==> config.mk <==
export PLATFORM = sky130hd
export DESIGN_NAME = serial_add_unit
export DESIGN_NICKNAME = d
export VERILOG_FILES = /design/src/rtl/serial_add_unit.sv
export SDC_FILE = /design/constraint.sdc
export NUM_CORES = 1
export LEC_CHECK = 0
export ABC_AREA = 1
export BUFFER_PORTS_ARGS = -buffer_cell sky130_fd_sc_hd__buf_4
export CAP_MARGIN = 30
export CELL_PAD_IN_SITES_DETAIL_PLACEMENT = 1
export CELL_PAD_IN_SITES_GLOBAL_PLACEMENT = 1
export CORE_MARGIN = 4
export CORE_UTILIZATION = 40
export DETAILED_ROUTE_END_ITERATION = 10
export GPL_TIMING_DRIVEN = 0
export PLACE_DENSITY_LB_ADDON = 0.3
export SYNTH_ARGS = -nofsm -noshare
export SYNTH_HDL_FRONTEND = slang
export SYNTH_SLANG_ARGS = --single-unit
==> constraint.sdc <==
create_clock -name clk -period 2.8 [get_ports clk]
set_input_delay 0.42 -clock clk [delete_from_list [all_inputs] [get_ports clk]]
set_output_delay 0.42 -clock clk [all_outputs]
set_load 0.02 [all_outputs]
==> src/rtl/serial_add_unit.sv <==
// serial_add_unit: bit-serial adder stepping one bit per enabled cycle through a single full adder.
module serial_add_unit #(
  parameter int WIDTH = 8
) (
  input  logic             clk,
  input  logic             reset,
  input  logic             load,
  input  logic             start,
  input  logic [WIDTH-1:0] a,
  input  logic [WIDTH-1:0] b,
  input  logic             cin,
  output logic [WIDTH-1:0] sum,
  output logic             cout,
  output logic             s_bit,
  output logic             s_valid,
  output logic             busy,
  output logic             done
);
  localparam int CW = $clog2(WIDTH + 1);
  localparam logic [1:0] IDLE = 2'd0, RUN = 2'd1, DONE = 2'd2;
  localparam logic [CW-1:0] LAST = CW'(WIDTH - 1);
  logic [1:0] state;
  logic [WIDTH-1:0] ra, rb;
  logic c, s, nc;
  logic [CW-1:0] cnt;
  assign s = ra[0] ^ rb[0] ^ c;
  assign nc = (ra[0] & rb[0]) | (c & (ra[0] ^ rb[0]));
  assign busy = state == RUN;
  assign done = state == DONE;
  always_ff @(posedge clk) begin
    if (reset) begin
      state <= IDLE;
      ra <= '0;
      rb <= '0;
      c <= 1'b0;
      cnt <= '0;
      sum <= '0;
      cout <= 1'b0;
      s_bit <= 1'b0;
      s_valid <= 1'b0;
    end else begin
      s_valid <= 1'b0;
      if (load) begin
        ra <= a;
        rb <= b;
        c <= cin;
        cnt <= '0;
        sum <= '0;
        cout <= 1'b0;
        state <= RUN;
      end else if (state == RUN && start) begin
        ra <= {1'b0, ra[WIDTH-1:1]};
        rb <= {1'b0, rb[WIDTH-1:1]};
        sum <= {s, sum[WIDTH-1:1]};
        c <= nc;
        s_bit <= s;
        s_valid <= 1'b1;
        cnt <= cnt + CW'(1);
        if (cnt == LAST) begin
          cout <= nc;
          state <= DONE;
        end
      end
    end
  end
endmodule
After elaboration in Yosys (flattened, before gate mapping)
Index checks and enable logic that the tools add are counted.
{ "totals": {"ff_bits": 34, "input_bits": 21, "out_inout_bits": 13, "word_cells": 37} }
{ "classes": {"add_sub_neg": 1, "eq_ne": 3, "muxes": 10, "n_bitwise": 6, "reduce_logical": 7} }
{ "op_table": {"columns": ["op", "count"], "rows": [
  ["8-bit two-way mux", 4],
  ["1-bit two-way mux", 6],
  ["2-bit AND reduction", 3],
  ["4-bit by 1-bit adder with 4-bit output (second input constant)", 1],
  ["4-bit by 3-bit == test with 1-bit output (second input constant)", 1],
  ["2-bit nonzero test", 2],
  ["1-bit AND", 2],
  ["2-bit by 1-bit == test with 1-bit output (second input constant)", 1],
  ["2-bit == test (second input constant)", 1],
  ["2-bit OR reduction", 1],
  ["1-bit XOR", 2],
  ["1-bit logical AND", 1],
  ["1-bit inverter", 1],
  ["1-bit OR", 1]
]} }

Longest topological paths before layout
{ "logic_depth": {"word_depth": 5, "depth_mapped": 6} }

Least setup slack after synthesis
OpenSTA, ideal clock, no wires.
{ "synth_timing": {"kind": "flip-flop to flip-flop", "startpoint": "register c", "endpoint": "register s_bit", "setup_time_ps": 70, "t_arrival_ps": 1011, "slack_ps": 1719, "stages_incl_launch_ff": 4, "n_path_buf": 0, "synth_period_minus_slack_ps": 1081, "path_cell_list": "dfxtp_1 > fa_1 > nand2_1 > a21oi_1"} }
{ "synth_between": {"elab_chain_cells": 1} }
{ "synth_rtl": {"columns": ["element", "line_no", "rtl"], "rows": [
  ["start: declaration", "24", "logic c, s, nc;"],
  ["start signal: assignment", "46", "c <= cin;"],
  ["start signal: assignment", "55", "c <= nc;"],
  ["1-bit XOR", "26", "assign s = ra[0] ^ rb[0] ^ c;"],
  ["named net s", "24", null],
  ["end signal: assignment", "56", "s_bit <= s;"],
  ["end: declaration", "14", "output logic s_bit,"]
]} }
The timed path passes the listed nets, and every way through them passes these cells.
A chain may end at the register's enable or synchronous reset.

Worst setup path in the final report
{ "layout_timing": {"startpoint": "register state[1]", "endpoint": "output port busy"} }
{ "layout_between": {"elab_chain_cells": 1} }
{ "layout_rtl": {"columns": ["element", "line_no", "rtl"], "rows": [
  ["start: declaration", "22", "logic [1:0] state;"],
  ["start signal: assignment", "32", "state <= IDLE;"],
  ["start signal: assignment", "50", "state <= RUN;"],
  ["start signal: assignment", "61", "state <= DONE;"],
  ["2-bit by 1-bit == test with 1-bit output", "28", "assign busy = state == RUN;"],
  ["end: declaration", "16", "output logic busy,"]
]} }
No other way between the ends.

==> summary.txt <==
Clock tree
  • Worst-path clk slew: 0.07 ns
  • Clock Tree Root: clkbuf_8
  • Inserted Clock Buffers: 5
  • Clk_lat worst skew: 0.29 ns
  • Setup Buffers After CTS: 0
  • CTS tree: built
  • Clk sinks: 34
  • Hold-fix buffers, CTS: 0
  • Resize count post-CTS: 0
  • Maximum root-to-sink buffer count: 2
  • H-tree levels: 2

Die
  • Ports: 34
  • Core footprint: 3470 µm²
  • Die boundary height: 69.1 µm
  • Die area: 4770 µm²
  • # rows: 21
  • Starting density of the core: 43.0%
  • Die X: 69.1 µm

Timing
  • Final worst path period share: 49.7%
  • Final Max Tran Viols: 0
  • Worst slew margin: 62.5%
  • Final Hold Vio Count: 0
  • Least-Margin Pin Slew: 0.560 ns
  • Setup TNS: 0 ns
  • Unrepaired setup endpoints after global routing: no
  • F_max: 719 MHz
  • Min cycle time layout: 1.39 ns
  • Worst clock skew: 0.00616 ns
  • Setup-failing EPs final: 0

GRT
  • Initial antenna violation count: 0
  • First-pass GRT wire length: 6450 µm
  • Largest net degree at the start of global routing: 13
  • Vias in the first global route: 1422
  • Gr usage total: 16.6%
  • Overflow after GRT: 0

Critical path
  • Crit path buf inv count: 3
  • CP Launch Type: flip-flop
  • Cell mode on critical path: inv_1
  • Critical Path RT: 2.38 ns
  • Slowest-stage cell, CP: dfxtp_1
  • Arr. time, crit path: 0.97 ns
  • Crit-path leading delay family: buffers and inverters
  • Critical-path maximum fanout: 4
  • Crit. End Element: output port
  • Crit Path Category: reg -> out
  • CP max stage delay: 0.30 ns
  • Critical path, cell by cell: inv_1, nand2_1, inv_1, buf_4

Run status
  • Status: completed

Power and ir drop
  • Power, Total: 1180 µW
  • PwrDens: 608 nW/µm²
  • Pleak: 0.000851 µW
  • Worst vdd ir: 372 µV

Route
  • Vias per cell: 4.90
  • Post-route DRC: 0
  • Router iterations before antenna repair: 4
  • DRT iter0 DRCs: 85
  • DR vias: 1449
  • WL/cell: 12.5 µm
  • ANT nets after route: 0
  • Total Routed Length: 3710 µm

Yosys
  • Main synth FF type: dfxtp_1
  • Syn_area_per_cell: 7.14 µm²
  • Mapped Cells: 209
  • Mapped Area: 1490 µm²
  • Synth top cells by count: nand2_1, dfxtp_1, a21oi_1
  • Most frequent cell after synthesis: nand2_1
  • Seq/Total Area, Yosys: 45.6%
  • Synth top area share: 45.6%
  • Syn. warnings: 0
  • Post-synth EDFFs: 0
  • Synth area leader: dfxtp_1
  • Synthesized flop and latch total: 34
  • Post-synth ARST share: 0%
  • Yosys cell types: 18
  • Synthesized net count: 232
  • Synth area leaders: dfxtp_1, nand2_1, a21oi_1, nand3_1, buf_2

Layout
  • P&R area growth vs syn: 29.7%
  • Antenna Cells: 0
  • Layout cells sized above 1: 22.8%
  • Final net count: 272

Placed design
  • Number of I/O port buffers: 33
  • DP HPWL: 2700 µm
  • GPL Wtd Cong: 0.715

Hold path
  • Worst Hold Class: in -> reg

Run
  • Max-Cap Viols: 0
[report_power, final]
group	total (µW)	switching (µW)	internal, µW
Sequential	511	10.5	501
Clock	543	186	357
Combinational	122	69.1	53.0
Total	1180	266	910
[per-layer routing]
layer  up-vias  global-route usage [%]  part of all wire [%]
met3         5                    4.36                   4.2
met5         -                       0                     0
met1       666                    19.9                    46
met4         0                    6.51                   1.3
li1        754                       -                     -
met2        24                    28.2                    49
[flip-flops by register name (all words and copies together), names as in the netlist]
| register | cells |
|---|---|
| ra | 8 |
| state | 2 |
| s_bit | 1 |
| cnt | 4 |
| sum | 8 |
| s_valid | 1 |
| c | 1 |
| cout | 1 |
| rb | 8 |
[placed cells by master (no fill, tap or decap), drive strengths merged]
| cell | n |
|---|---|
| inv | 11 |
| o21ai | 8 |
| a21oi | 30 |
| nor3 | 1 |
| buf | 45 |
| nand2 | 78 |
| xor2 | 2 |
| dfxtp | 34 |
| bufinv | 2 |
| ha | 1 |
| fa | 1 |
| nand3 | 20 |
| clkbuf | 5 |
| clkinv | 1 |
| nor2 | 11 |
[kinds of logic (layout without fill, tap and decap cells)]
logic type,after synthesis,in the layout,synth area share [%]
AOI/OAI and AO/OA,38,38,12.7
xor gates and xnor gates,2,2,1.17
adders and majority gates,2,2,2.18
buffers and inverters,23,64,7.54
DFF,34,34,45.6
and+or+nand+nor,110,110,30.8
[worst reg2reg max path, cell delays in order (launching register included)]
cell and delay [ns]:
dfxtp_1 0.30, inv_1 0.14, nand3_4 0.16, buf_2 0.23, o21ai_0 0.19, a21oi_1 0.08
[metrics by stage]
step	hold WS, ns	util (%)	area, µm²	worst slack, ns	instances
after global routing	0.396	55.8	1940	1.33	296
after floorplan	0.457	-	1490	1.72	209
after detailed placement	0.464	51.8	1800	1.34	288
after global placement	0.454	51.8	1800	1.37	288
after CTS	0.388	55.8	1940	1.39	296
final	0.394	55.8	1940	1.41	296
[path summary, 6_finish.rpt]
kind | start | to | slack [ns] | depth (start not counted)
setup / recovery | state[1] | busy | 1.41 | 4
hold reg to reg | sum[0] | sum[0] | 0.47 | 2
setup reg to reg | state[1] | sum[4] | 1.59 | 5
hold / removal | a[7] | ra[7] | 0.39 | 3
[layout make-up]
cell class	count	area [µm²]
fillers	461	1530
inverters	11	41.3
flip-flops and latches	34	681
plain buffers	12	71.3
well taps	46	57.6
clock buffers	5	68.8
clock inverters	3	68.8
repair buffers	33	248
multi-input cells	152	699
No activity file was read; power rests on OpenSTA's default activity.
